[src/rtl/product_acc_pkg.sv]
// Shared types and helpers for the product accumulator.
// Saturation is selected per build by PRODUCT_ACCUMULATOR_SAT_EN in the top module.
package product_acc_pkg;

    typedef enum logic [0:0] {
        ACCUM = 1'b0,
        HOLD  = 1'b1
    } state_t;

    localparam int unsigned P_W_DEF   = 8;
    localparam int unsigned ACC_W_DEF = 10;
    localparam int unsigned SUM_MAX_W = 32;

    // Adds at w bits and returns {carry, sum}; sum is clamped to all-ones on carry when sat is set.
    function automatic logic [SUM_MAX_W:0] sat_add(
        input logic [SUM_MAX_W-1:0] a,
        input logic [SUM_MAX_W-1:0] b,
        input int unsigned          w,
        input logic                 sat
    );
        logic [SUM_MAX_W:0]   full;
        logic [SUM_MAX_W:0]   mask;
        logic                 carry;
        logic [SUM_MAX_W-1:0] sum;
        full  = {1'b0, a} + {1'b0, b};
        mask  = ({{SUM_MAX_W{1'b0}}, 1'b1} << w) - {{SUM_MAX_W{1'b0}}, 1'b1};
        carry = full[w[5:0]];
        sum   = (sat && carry) ? mask[SUM_MAX_W-1:0] : (full[SUM_MAX_W-1:0] & mask[SUM_MAX_W-1:0]);
        return {carry, sum};
    endfunction

endpackage

[src/rtl/product_accumulator_if.sv]
// Product input and batch-sum output handshakes of the product accumulator.
interface product_accumulator_if #(
    parameter int unsigned P_W   = 8,
    parameter int unsigned ACC_W = 10,
    parameter int unsigned COUNT = 4
);
    localparam int unsigned CNT_W = $clog2(COUNT + 1);

    logic             in_valid;
    logic             in_ready;
    logic [P_W-1:0]   p_in;
    logic             out_valid;
    logic             out_ready;
    logic [ACC_W-1:0] acc_out;
    logic             overflow;
    logic [CNT_W-1:0] cnt;

    modport master (
        output in_valid, p_in, out_ready,
        input  in_ready, out_valid, acc_out, overflow, cnt
    );

    modport slave (
        input  in_valid, p_in, out_ready,
        output in_ready, out_valid, acc_out, overflow, cnt
    );
endinterface

[src/rtl/product_accumulator.sv]
// Sums COUNT consecutive products and hands each batch sum off on a valid/ready port.
// Define PRODUCT_ACCUMULATOR_SAT_EN to clamp the sum on overflow instead of wrapping.
module product_accumulator
    import product_acc_pkg::*;
#(
    parameter int unsigned P_W   = P_W_DEF,
    parameter int unsigned ACC_W = ACC_W_DEF,
    parameter int unsigned COUNT = 4
) (
    input  logic                 clk,
    input  logic                 rst,
    input  logic                 clear,
    product_accumulator_if.slave bus
);
    localparam int unsigned CNT_W = $clog2(COUNT + 1);

`ifdef PRODUCT_ACCUMULATOR_SAT_EN
    localparam logic SAT = 1'b1;
`else
    localparam logic SAT = 1'b0;
`endif

    state_t             state;
    logic [ACC_W-1:0]   acc;
    logic [CNT_W-1:0]   cnt;
    logic               ovf;
    logic               accept;
    logic [SUM_MAX_W:0] add_res;
    logic               carry;
    logic [ACC_W-1:0]   sum;
    logic               unused_add_hi;

    always_comb begin
        add_res       = sat_add(SUM_MAX_W'(acc), SUM_MAX_W'(bus.p_in), ACC_W, SAT);
        carry         = add_res[SUM_MAX_W];
        sum           = add_res[ACC_W-1:0];
        unused_add_hi = ^add_res[SUM_MAX_W-1:ACC_W];
    end

    // clear wins over an accept in the same cycle, so the sample is dropped.
    assign accept = bus.in_valid && (state == ACCUM) && !clear;

    always_ff @(posedge clk or posedge rst) begin
        if (rst) begin
            state <= ACCUM;
            acc   <= '0;
            cnt   <= '0;
            ovf   <= 1'b0;
        end else if (clear) begin
            state <= ACCUM;
            acc   <= '0;
            cnt   <= '0;
            ovf   <= 1'b0;
        end else begin
            case (state)
                ACCUM: begin
                    if (accept) begin
                        acc <= sum;
                        cnt <= cnt + CNT_W'(1);
                        ovf <= ovf | carry;
                        if (cnt == CNT_W'(COUNT - 1))
                            state <= HOLD;
                    end
                end
                HOLD: begin
                    if (bus.out_ready) begin
                        state <= ACCUM;
                        acc   <= '0;
                        cnt   <= '0;
                        ovf   <= 1'b0;
                    end
                end
                default: state <= ACCUM;
            endcase
        end
    end

    assign bus.in_ready  = (state == ACCUM);
    assign bus.out_valid = (state == HOLD);
    assign bus.acc_out   = acc;
    assign bus.cnt       = cnt;
    assign bus.overflow  = ovf;

endmodule

[src/flat_wrapper.sv]
// flat-port wrapper written by rule: the top's interface ports become plain ports
module product_accumulator_flat import product_acc_pkg::*;
#(
    parameter int unsigned P_W   = P_W_DEF,
    parameter int unsigned ACC_W = ACC_W_DEF,
    parameter int unsigned COUNT = 4
)
  (clk, rst, clear, bus_in_valid, bus_p_in, bus_out_ready, bus_in_ready, bus_out_valid, bus_acc_out, bus_overflow, bus_cnt);
  product_accumulator_if #(.P_W(P_W), .ACC_W(ACC_W), .COUNT(COUNT)) bus_i ();
  input  logic clk;
  input  logic rst;
  input  logic clear;
  input wire logic [$bits(bus_i.in_valid)-1:0] bus_in_valid;
  input wire logic [$bits(bus_i.p_in)-1:0] bus_p_in;
  input wire logic [$bits(bus_i.out_ready)-1:0] bus_out_ready;
  output wire logic [$bits(bus_i.in_ready)-1:0] bus_in_ready;
  output wire logic [$bits(bus_i.out_valid)-1:0] bus_out_valid;
  output wire logic [$bits(bus_i.acc_out)-1:0] bus_acc_out;
  output wire logic [$bits(bus_i.overflow)-1:0] bus_overflow;
  output wire logic [$bits(bus_i.cnt)-1:0] bus_cnt;
  assign bus_i.in_valid = bus_in_valid;
  assign bus_i.p_in = bus_p_in;
  assign bus_i.out_ready = bus_out_ready;
  assign bus_in_ready = bus_i.in_ready;
  assign bus_out_valid = bus_i.out_valid;
  assign bus_acc_out = bus_i.acc_out;
  assign bus_overflow = bus_i.overflow;
  assign bus_cnt = bus_i.cnt;
  product_accumulator #(.P_W(P_W), .ACC_W(ACC_W), .COUNT(COUNT)) u_core (.clk(clk), .rst(rst), .clear(clear), .bus(bus_i));
endmodule
[config.mk]
export PLATFORM = sky130hd
export DESIGN_NAME = product_accumulator_flat
export DESIGN_NICKNAME = d
export VERILOG_FILES = /design/src/rtl/product_acc_pkg.sv /design/src/rtl/product_accumulator_if.sv /design/src/rtl/product_accumulator.sv /design/src/flat_wrapper.sv
export SDC_FILE = /design/constraint.sdc
export NUM_CORES = 1
export LEC_CHECK = 0
export BUFFER_PORTS_ARGS = -buffer_cell sky130_fd_sc_hd__clkbuf_2
export CAP_MARGIN = 5
export CORE_UTILIZATION = 35
export CTS_BUF_LIST = sky130_fd_sc_hd__clkbuf_16
export CTS_CLUSTER_SIZE = 25
export DETAILED_ROUTE_END_ITERATION = 7
export PLACE_DENSITY = 0.67
export SYNTH_ARGS = -nofsm -noshare
export SYNTH_HDL_FRONTEND = slang
export SYNTH_SLANG_ARGS = --single-unit
[constraint.sdc]
create_clock -name clk -period 2.5 [get_ports clk]
set_input_delay 0.5 -clock clk [delete_from_list [all_inputs] [get_ports clk]]
set_output_delay 0.5 -clock clk [all_outputs]
set_load 0.05 [all_outputs]
Word-level counts from Yosys, hierarchy flattened
Index checks and enable logic that the tools add are counted.
{ "totals": {"regBits": 15, "inputBits": 13, "output_inout_bits": 16, "elab_cells": 32} }
{ "op_classes": {"addsub": 2, "n_eq_ne": 3, "mux": 17, "bitwise_logic": 2, "n_reduce_logical": 4} }
{ "op_table": {"columns": ["op", "count"], "rows": [
  ["$mux 10", 3],
  ["$pmux 10 s2", 1],
  ["$add 10x8->11", 1],
  ["$mux 3", 3],
  ["$mux 1", 7],
  ["$pmux 3 s2", 1],
  ["$pmux 1 s2", 2],
  ["$add 3x1->3 const B", 1],
  ["$eq 3x2->1 const B", 1],
  ["$ne 3x2->1 const B", 1],
  ["$ne 3x3->1 const B", 1],
  ["$logic_and 1x1->1", 2],
  ["$reduce_and 2->1", 1],
  ["$logic_not 1->1", 1],
  ["$not 1->1", 1],
  ["$or 1x1->1", 1]
]} }

Depth between registers and ports, before layout
Gate-level depths: netlist of the first run.
{ "logic_depth": {"word_depth": 6, "ltp_mapped": 8, "ltp_nobuf": 8} }

Least setup slack after synthesis of the first run
OpenSTA, ideal clock, no wires.
{ "synth_path": {"path_kind": "reg-to-reg", "from": "register u_core.acc[4], in the netlist u_core.bus.acc_out[4]", "to": "register u_core.acc[9], in the netlist u_core.bus.acc_out[9]", "setup_ns": 0.079, "arrival_ns": 2.006, "required_time_ns": 2.421, "setup_slack_ns": 0.415, "stages_incl_launch_ff": 7, "path_buffers": 0, "period_less_slack_ns": 2.085, "cell_sequence": "dfrtp_1 -> ha_1 -> a21o_1 -> a31o_1 -> o211a_1 -> o311ai_2 -> mux2i_1"} }
{ "synth_via": {"elab_chain_len": 4} }
{ "synth_rtl": {"columns": ["item", "line_no", "text"], "rows": [
  ["from (decl)", "product_accumulator.sv:24", "logic [ACC_W-1:0] acc;"],
  ["from (signal assigned)", "product_accumulator.sv:58", "acc <= sum;"],
  ["$add 10x8->11", "product_acc_pkg.sv:25", "full = {1'b0, a} + {1'b0, b};"],
  ["$mux 10", "product_accumulator.sv:57", "if (accept) begin"],
  ["$pmux 10 s2", "product_accumulator.sv:55", "case (state)"],
  ["$mux 10", "product_accumulator.sv:49", "end else if (clear) begin"]
]} }
No other way between the ends. The select of a mux whose other input is x is not followed.
A chain may end at the register's enable or synchronous reset.

Worst setup path after layout of the first run
Ends and elaborated chain as after synthesis.

==> impl_metrics.json, run 1 <==
{
  "status": "finished clean",
  "synth_top_family_by_area": "compound AO/OA/AOI/OAI gates",
  "synthAdderAreaFrac_pct": 15.0,
  "synth_xor_area_share_pct": 4.53,
  "dp.cells": 158,
  "fmax_mhz": 514,
  "preCtsSetupSlack_ns": 0.400,
  "overflow": 0,
  "drv_cap": 0,
  "ys_warn_count": 0,
  "arrival_ns": 2.12,
  "synth_seq_cells": 15,
  "layout_min_cycle_time_ns": 1.95,
  "async_flop_share_pct": 100,
  "totalPowerFinal_uw": 880,
  "reg2reg_depth": 6,
  "cts.sink_count": 15,
  "synth_area_leaders": "dfrtp_1 (39%), ha_1 (13%), nand2_1 (4.3%), o21ai_0 (3.6%), a21oi_1 (3.1%)",
  "startpoint_type": "register",
  "cts_buffers": 3,
  "yosysUniqueCellTypes": 31,
  "drive_gt1_share_pct": 27.3,
  "syn_inst": 100,
  "wire_per_inst_um": 13.8,
  "pin_count": 29,
  "grt_start_max_net_pins": 16,
  "cts_tree": "built",
  "power_density_nw_per_um2": 716,
  "required_ns": 2.67,
  "synth_area_leader_cell": "dfrtp_1",
  "synth_edf_count": 0,
  "die_w_um": 54.6,
  "postLayoutSetupSlackWorst_ns": 0.554,
  "drv_slew": 0,
  "n_fill_cell": 253,
  "ctsHoldBuffers": 0,
  "fp.dieH_um": 54.6,
  "port_buffers": 28,
  "clock_path_buffers": 2,
  "die_area_sq_um": 2980,
  "timing.rr.end": "u_core.bus.acc_out[9]",
  "dr.first_iter.drc_count": 8,
  "rsz0062_at_grt": "false",
  "relSlewSlack_pct": 61.0,
  "synth-compound-area-share_pct": 20.4,
  "grt_pass1_wl_um": 3440,
  "clk_pin_slew_worst_paths_ns": 0.05,
  "muxShareOfSynthArea_pct": 3.10,
  "synth_top_area_share_pct": 38.8,
  "synthToLayoutAreaGrowth_pct": 27.0,
  "globalplace.congestion": 0.744,
  "netlist_area_sq_um": 967,
  "cp-end-kind": "register",
  "syn_nets": 124,
  "tightest_slew_ns": 0.584,
  "worstReg2RegStart": "u_core.bus.acc_out[4]",
  "synth-simple-area-share_pct": 15.4,
  "drtPass1Iterations": 4,
  "drc": 0,
  "min_path_type": "in -> async",
  "p_leak_nw": 0.676,
  "synth.avg_cell_area_sq_um": 9.67,
  "hold_viol": 0,
  "rows": 18,
  "grt_pass1_vias": 820,
  "ant_nets": 0,
  "dp_hpwl_um": 1700,
  "crit_type": "reg -> reg",
  "n_antenna_cell": 0,
  "via_count": 841,
  "h-tree-depth": 1,
  "stdcell_count": 162,
  "synthFlopType": "dfrtp_1",
  "clk-insertion-delay-late_ns": 0.25,
  "viasPerCell": 5.19,
  "setup_viol": 0,
  "postCtsResizedCells": 0,
  "path_max_fanout": 5,
  "finalWirelength_um": 2230,
  "clock_skew_ns": 0.00115,
  "finalCritPeriodShare_pct": 77.8,
  "r2r_setup_slack_ns": 0.55,
  "final_nets": 157,
  "grt_util_all_layers_pct": 17.3,
  "yosysSeqAreaShare_pct": 38.8,
  "cts_setup_buffers": 0,
  "start_util_pct": 38.0,
  "cts-root-buf": "clkbuf_16",
  "antenna_found_initial": 0,
  "final_core_util_pct": 48.3,
  "core-area_sq_um": 2540,
  "setup_tns_ns": 0,
  "ir_worst_vdd_mv": 0.454
}
routing by layer:
metal | global-route usage (%) | vias up | wire, um
met2 | 30.9 | 12 | 1190
met5 | 0 | - | 0
met1 | 18.8 | 396 | 939
met4 | 10.3 | 0 | 53
met3 | 3.33 | 5 | 56
li1 | - | 428 | -
worst max-delay path by stage:
stage                          startpoint               endpoint  slack [ns]  cells past startpoint
floorplan           u_core.bus.acc_out[4]  u_core.bus.acc_out[9]        0.41                      6
global placement              bus_p_in[4]  u_core.bus.acc_out[9]        0.45                      7
detailed placement            bus_p_in[4]  u_core.bus.acc_out[9]        0.40                      7
CTS                 u_core.bus.acc_out[4]  u_core.bus.acc_out[9]        0.55                      6
global route        u_core.bus.acc_out[4]  u_core.bus.acc_out[9]        0.46                      6
finish              u_core.bus.acc_out[4]  u_core.bus.acc_out[9]        0.55                      6
kinds of logic (layout without fill, tap and decap cells):
| kind of cell | after synthesis | after routing |
|---|---|---|
| compound gates | 29 | 29 |
| xor+xnor | 5 | 5 |
| fa+ha+maj | 11 | 11 |
| buf+inv | 7 | 39 |
| flops | 15 | 15 |
| mux | 3 | 3 |
| simple gates | 30 | 30 |
synthesized netlist by cell type, drive strengths merged (2+ instances only):
master	instances
o22ai	2
nor3	2
xor2	3
dfrtp	15
nand2	11
mux2i	3
inv	6
and3	2
nand2b	4
a21o	4
a21oi	6
ha	10
a22o	2
xnor2	2
nor2	5
o211ai	2
o21ai	7
metrics by stage:
stage	instance area, sq um	hold WS, ns
6_report	1230	0.292
5_1_grt	1230	0.349
4_1_cts	1230	0.320
3_5_place_dp	1150	0.515
3_3_place_gp	1150	0.499
2_1_floorplan	967	0.401
area by class of cell:
cell class              count  area [sq um]  area share, %
clock inverters             1          5.00          0.407
multi-input cells          78           566           46.0
inverters                   6          22.5           1.83
well taps                  30          37.5           3.05
repair buffers             29           148           12.0
clock buffers               3          75.1           6.11
flip-flops and latches     15           375           30.5
state kept, by name (all words and copies together), names as in the netlist:
signal and count:
u_core.bus.acc_out 10, u_core.bus.cnt 3, u_core.bus.out_valid 1, u_core.bus.overflow 1
cell usage in the layout (no fill, tap or decap):
cell	Yosys	layout
clkbuf_2	0	28
dfrtp_1	15	15
nand2_1	11	11
ha_1	10	10
o21ai_0	7	7
a21oi_1	6	6
inv_1	6	6
nor2_1	5	5
a21o_1	4	4
nand2b_1	4	4
xor2_1	3	3
mux2i_1	3	3
clkbuf_16	0	3
nor3_1	2	2
a22o_1	2	2
o22ai_1	2	2
and3_1	2	2
xnor2_1	2	2
o211ai_1	2	2
nor2b_1	1	1
o2111ai_1	1	1
nand3b_1	1	1
and2_1	1	1
a211oi_1	1	1
a31oi_1	1	1
or2_2	1	1
a31o_1	1	1
and4_2	1	1
o211a_1	1	1
o311ai_2	1	1
nand3_1	1	1
fa_1	1	1
clkinv_2	0	1
buf_4	0	1
power by group:
group | internal [mW] | switching (mW)
clock | 0.214 | 0.103
combinational | 0.0906 | 0.186
sequential | 0.266 | 0.0207
total | 0.571 | 0.310
worst max-delay path, cell delays in order, from the launching register on:
cell and delay (ns):
dfrtp_1 0.39, ha_1 0.37, a21o_1 0.19, a31o_1 0.22, o211a_1 0.24, o311ai_2 0.24
mux2i_1 0.22
(Power assumes the default switching activity.)
==> inputs of run 2 (changes only) <==
- ABC_AREA: not set -> 1
- PLACE_DENSITY: 0.67 -> 0.69
- clock period: 2.5 -> 1.6 ns (I/O delays scaled with it)
==> run 2 against run 1 <==
Against the previous run:
- clock power up 61%
- wire length up 2.8%
- clock skew up 0.0011 ns
- sequential power up 57%
- critical path type unchanged
- design area up 12%
- critical path depth up 3
- via count up 16%
- count of clock-buffer cells in the layout unchanged
- synthesized area up 6.7%
- core utilization up 1.1 points
- global-route usage down 1.6 points
- synthesized cell count up 35%
==> impl_metrics.json, run 2 <==
{
  "wl_met1_um": 1040,
  "drtPass1Iterations": 5,
  "final_cell_mix": "nand2_1 (40), clkbuf_2 (28), inv_1 (17)",
  "synth_seq_cells": 15,
  "p_int_uw": 899,
  "wire_per_inst_um": 11.5,
  "regArea_sq_um": 385,
  "cts_tree": "built",
  "fmax_mhz": 634,
  "timing.rr.end": "u_core.bus.acc_out[6]",
  "worstReg2RegStart": "u_core.bus.acc_out[0]",
  "synthAdderAreaFrac_pct": 14.1,
  "core-area_sq_um": 2780,
  "synth_xor_area_share_pct": 0.848,
  "n_fill_cell": 269,
  "drc": 0,
  "ir_worst_vdd_mv": 1.01,
  "drv_slew": 0,
  "routed.top_layer": "met3",
  "viasPerCell": 4.91,
  "syn_inst": 135,
  "rsz0062_at_grt": "true",
  "p_seq_share_pct": 31.9,
  "yosysUniqueCellTypes": 23,
  "arrival_ns": 1.72,
  "finalWirelength_um": 2300,
  "setup_viol": 0,
  "syn_nets": 159,
  "globalplace.congestion": 0.832,
  "n_antenna_cell": 0,
  "grt_start_max_net_pins": 16,
  "stdcell_count": 199,
  "grt_pass1_wl_um": 3960,
  "clock_path_buffers": 2,
  "pin_count": 29,
  "dr_wl_met2_um": 1140,
  "synth-simple-area-share_pct": 26.5,
  "r2r_setup_slack_ns": 0.02,
  "p_leak_nw": 0.722,
  "die_area_sq_um": 3170,
  "dr.first_iter.drc_count": 17,
  "hold_viol": 0,
  "drv_cap": 0,
  "synthToLayoutAreaGrowth_pct": 33.1,
  "synth.avg_cell_area_sq_um": 7.65,
  "synthFlopType": "dfrtp_1",
  "rows": 19,
  "setup_tns_ns": 0,
  "min_path_type": "in -> async",
  "multiInputGateArea_sq_um": 644,
  "dp.cells": 194,
  "port_buffers": 28,
  "synth-compound-area-share_pct": 14.9,
  "totalPowerFinal_mw": 1.41,
  "clk-insertion-delay-late_ns": 0.25,
  "layout_min_cycle_time_ns": 1.58,
  "status": "finished clean",
  "drive_gt1_share_pct": 36.9,
  "path_max_fanout": 4,
  "clk_pin_slew_worst_paths_ns": 0.05,
  "pwr-share-clk_pct": 36.2,
  "relSlewSlack_pct": 60.2,
  "ys_top_cells_by_count": "nand2_1 (40), inv_1 (18), dfrtp_1 (15)",
  "h-tree-depth": 1,
  "reg2reg_depth": 9,
  "final_core_util_pct": 49.4,
  "finalCritPeriodShare_pct": 98.7,
  "cp-end-kind": "register",
  "final_common_cell": "nand2_1",
  "required_ns": 1.74,
  "largest_register_ffs": 10,
  "ant_nets": 0,
  "power_frac_comb_pct": 31.9,
  "clock_skew_ns": 0.00227,
  "fp.dieH_um": 56.3,
  "p_sw_share_pct": 36.2,
  "tightest_slew_ns": 0.597,
  "synth.most_common_cell": "nand2_1",
  "antenna_found_initial": 0,
  "overflow": 0,
  "dp_hpwl_um": 1770,
  "cts-root-buf": "clkbuf_16",
  "yosysSeqAreaShare_pct": 36.4,
  "power_density_nw_per_um2": 1030,
  "ys_warn_count": 0,
  "synth_edf_count": 0,
  "via_count": 978,
  "die_w_um": 56.3,
  "synth_area_leader_cell": "dfrtp_1",
  "crit_type": "reg -> reg",
  "async_flop_share_pct": 100,
  "synth_top_family_by_area": "simple AND/OR/NAND/NOR gates",
  "startpoint_type": "register",
  "met3_length_um": 124,
  "start_util_pct": 37.1,
  "synth_top_area_share_pct": 36.4,
  "final_nets": 193,
  "cts.sink_count": 15,
  "postLayoutSetupSlackWorst_ns": 0.0215,
  "netlist_area_sq_um": 1030,
  "synth_area_leaders": "dfrtp_1 (36%), nand2_1 (15%), ha_1 (12%), inv_1 (6.5%), a21oi_1 (4.4%)",
  "grt_util_all_layers_pct": 15.8,
  "muxShareOfSynthArea_pct": 0,
  "switchingPower_uw": 511,
  "grt_pass1_vias": 933,
  "cts_buffers": 3,
  "preCtsSetupSlack_ns": -0.0567
}
run 2: cell count changes in the layout (fill, tap and decap cells not counted), moves of 4 or more:
| cell | delta |
|---|---|
| ha_1 | -6 |
| nor2_1 | +5 |
| nand2b_1 | -4 |
| nand3_1 | +6 |
| inv_1 | +11 |
| dfrtp_2 | +8 |
| nand2_1 | +29 |
| dfrtp_1 | -8 |
run 2: worst max-delay path, stage by stage (launching register included):
cell	delay [ns]
dfrtp_2	0.39
ha_4	0.15
inv_2	0.03
fa_2	0.36
o21ai_4	0.20
nand2_1	0.09
nand2_1	0.08
nand2_1	0.05
nand2_1	0.07
o21ai_2	0.05
run 2: repair_timing:
| action | CTS | global route |
|---|---|---|
| resized for setup | 1 | 7 |
| hold buffers | 0 | 0 |
| pin swaps | 0 | 4 |
| endpoints found under the setup margin | 3 | 7 |
| endpoints found under the hold margin | 0 | 0 |
| buffers inserted | 0 | 1 |
run 2: area by class of cell:
type                       instances  share of cell area, %
clock buffer                       3                   5.46
tap                               31                   2.82
timing repair buffer              29                   10.7
clock inverter                     1                  0.546
inverter                          20                   5.46
sequential                        15                   28.1
multi-input combinational        100                   46.9
run 2: cells by family after synthesis:
logic type	after synthesis
AOI/OAI and AO/OA	25
and+or+nand+nor	63
adders and majority gates	11
DFF	15
xor gates and xnor gates	1
buffers and inverters	20
run 2: layer usage:
| metal | track usage, % | vias to the layer above |
|---|---|---|
| li1 | - | 501 |
| met1 | 20.2 | 452 |
| met2 | 27.4 | 25 |
| met3 | 5.53 | 0 |
| met4 | 0 | 0 |
| met5 | 0 | - |
run 2: stage by stage:
stage | hold WS (ns) | instance area [sq um]
3_3_place_gp | 0.399 | 1240
6_report | 0.111 | 1370
2_1_floorplan | 0.221 | 1060
3_5_place_dp | 0.411 | 1240
4_1_cts | 0.142 | 1330
5_1_grt | 0.182 | 1370
run 2: worst max-delay path by stage:
| stage | end | start | depth (start not counted) |
|---|---|---|---|
| after floorplan | u_core.bus.acc_out[8] | u_core.bus.acc_out[0] | 9 |
| after global placement | u_core.bus.acc_out[6] | bus_p_in[0] | 10 |
| after detailed placement | u_core.bus.acc_out[8] | bus_p_in[0] | 10 |
| after CTS | u_core.bus.acc_out[6] | u_core.bus.acc_out[0] | 9 |
| after global routing | u_core.bus.acc_out[8] | u_core.bus.acc_out[0] | 9 |
| final | u_core.bus.acc_out[6] | u_core.bus.acc_out[0] | 9 |
run 2: power groups by stage:
stage / combinational (mW) / clock, mW / sequential, mW
3_3_place_gp: 0.414 / 0 / 0.451
2_1_floorplan: 0.209 / 0 / 0.565
3_5_place_dp: 0.420 / 0 / 0.454
4_1_cts: 0.430 / 0.517 / 0.447
5_1_grt: 0.501 / 0.543 / 0.456
6_report: 0.450 / 0.510 / 0.450
==> inputs of run 3 (changes only) <==
==> constraint.sdc (replaced) <==
create_clock -name clk -period 1.6 [get_ports clk]
set_input_delay 0.48 -clock clk [delete_from_list [all_inputs] [get_ports clk]]
set_output_delay 0.48 -clock clk [all_outputs]
set_load 0.05 [all_outputs]
==> run 3 against run 2 <==
Against the previous run:
- global-route usage increased by 0.42 points
- wire length grew 7.3%
- final cell count rose by 3.0%
- combinational power is 9.8% higher
- via count rose by 5.5%
- critical path type unchanged
- critical path depth stayed put
- non-clock buffer count up 6
- clock power about the same
==> impl_metrics.json, run 3 (synthesized netlist as in run 2, its figures left out) <==
{
  "clock_skew_ns": 0.00197,
  "min_path_type": "in -> async",
  "wl_met1_um": 1040,
  "preCtsSetupSlack_ns": -0.159,
  "relSlewSlack_pct": 81.1,
  "crit_type": "reg -> reg",
  "drv_cap": 0,
  "arrival_ns": 1.68,
  "viasPerCell": 5.03,
  "cts_buffers": 3,
  "drtPass1Iterations": 4,
  "drive_gt1_share_pct": 39.7,
  "routed.top_layer": "met4",
  "multiInputGateArea_sq_um": 674,
  "layout_min_cycle_time_ns": 1.54,
  "globalplace.congestion": 0.841,
  "drc": 0,
  "met3_length_um": 138,
  "finalWirelength_um": 2460,
  "cts-root-buf": "clkbuf_16",
  "ir_worst_vdd_mv": 1.16,
  "via_count": 1032,
  "dp_hpwl_um": 1890,
  "clock_path_buffers": 2,
  "final_common_cell": "nand2_1",
  "regArea_sq_um": 385,
  "n_antenna_cell": 0,
  "grt_start_max_net_pins": 16,
  "grt_pass1_vias": 955,
  "rows": 19,
  "required_ns": 1.74,
  "final_cell_mix": "nand2_1 (39), clkbuf_2 (28), inv_1 (17)",
  "antenna_found_initial": 0,
  "totalPowerFinal_mw": 1.46,
  "crit_chain": "ha_4, inv_2, fa_2, o21ai_4, nand2_2, nand2_4, nand3_2, nand2_1, nor2_1",
  "wire_per_inst_um": 12.0,
  "power_density_nw_per_um2": 1010,
  "cts.sink_count": 15,
  "p_leak_nw": 0.760,
  "crit_slowest_cell": "dfrtp_2",
  "ctsHoldBuffers": 0,
  "dr_wl_met2_um": 1270,
  "port_buffers": 28,
  "status": "finished clean",
  "grt_util_all_layers_pct": 16.2,
  "core-area_sq_um": 2780,
  "largest_register_ffs": 10,
  "placed_area_sq_um": 1280,
  "tightest_slew_ns": 0.284,
  "ant_nets": 0,
  "rsz0062_at_grt": "true",
  "crit_buf_inv": 1,
  "grt_pass1_wl_um": 3930,
  "final_nets": 199,
  "fin_area_sq_um": 1450,
  "path_delay_family": "adder cells",
  "clk_pin_slew_worst_paths_ns": 0.05,
  "hold_viol": 0,
  "cts_tree": "built",
  "slowest_delay_ns": 0.39,
  "overflow": 0,
  "clk-insertion-delay-late_ns": 0.25,
  "finalCritPeriodShare_pct": 96.4,
  "postLayoutSetupSlackWorst_ns": 0.0577,
  "fmax_mhz": 648,
  "path_max_fanout": 3,
  "synthToLayoutAreaGrowth_pct": 40.1,
  "fp.dieH_um": 56.3,
  "die_area_sq_um": 3170,
  "start_util_pct": 37.1,
  "startpoint_type": "register",
  "drv_slew": 0,
  "n_fill_cell": 269,
  "die_w_um": 56.3,
  "cp-end-kind": "register",
  "setup_viol": 0,
  "h-tree-depth": 1,
  "pin_count": 29,
  "dr.first_iter.drc_count": 20
}
==> run 3: cell types whose count changed in the layout (fill, tap and decap cells not counted), sizes merged <==
| cell | change |
|---|---|
| clkinv | +1 |
| clkinvlp | -1 |
| buf | +6 |
==> run 3: area by class of cell <==
class / instances / share of cell area, %
Multi-Input combinational cell: 100 / 46.6
Clock inverter: 1 / 0.346
Tap cell: 31 / 2.68
Inverter: 20 / 5.19
Timing Repair Buffer: 35 / 13.3
Sequential cell: 15 / 26.6
Clock buffer: 3 / 5.19
==> run 3: power by group <==
| group | switching, mW | internal (mW) | leakage, nW |
|---|---|---|---|
| Clock | 0.173 | 0.335 | 0.0409 |
| Combinational | 0.317 | 0.177 | 0.528 |
| Sequential | 0.0384 | 0.417 | 0.191 |
| Total | 0.529 | 0.929 | 0.760 |
==> run 3: metal layers <==
layer	up-vias	global-route usage, %
met5	-	0
met4	0	4.18
met3	2	6.45
met2	27	28.2
met1	493	18.4
li1	510	-
==> run 3: final timing paths <==
path                            slack [ns]                   from  depth (start not counted)                    end
worst max-delay path                  0.06  u_core.bus.acc_out[0]                          9  u_core.bus.acc_out[8]
worst min-delay path                  0.21                    rst                          3    u_core.bus.overflow
worst max register to register        0.06  u_core.bus.acc_out[0]                          9  u_core.bus.acc_out[8]
worst min register to register        0.51  u_core.bus.acc_out[5]                          2  u_core.bus.acc_out[5]
max in group asynchronous             1.20                    rst                          3  u_core.bus.acc_out[2]
min in group clk                      0.51  u_core.bus.acc_out[5]                          2  u_core.bus.acc_out[5]
==> run 3: what timing repair did <==
action,in CTS,in global routing
setup buffers,0,1
gates resized for setup,0,10
endpoints found under the setup margin,0,7
==> run 3: through the flow <==
step	utilization, %	TNS (ns)	hold WS [ns]	std cells
2_1_floorplan	-	-0.222	0.381	135
3_3_place_gp	46.1	-0.533	0.475	200
3_5_place_dp	46.1	-0.801	0.480	200
4_1_cts	48.9	0	0.211	204
5_1_grt	52.0	-0.0649	0.237	205
6_report	52.0	0	0.206	205
==> run 3: tightest hold or removal path: stages <==
cell and delay, ns:
clkbuf_2 0.08, inv_1 0.04, buf_4 0.23
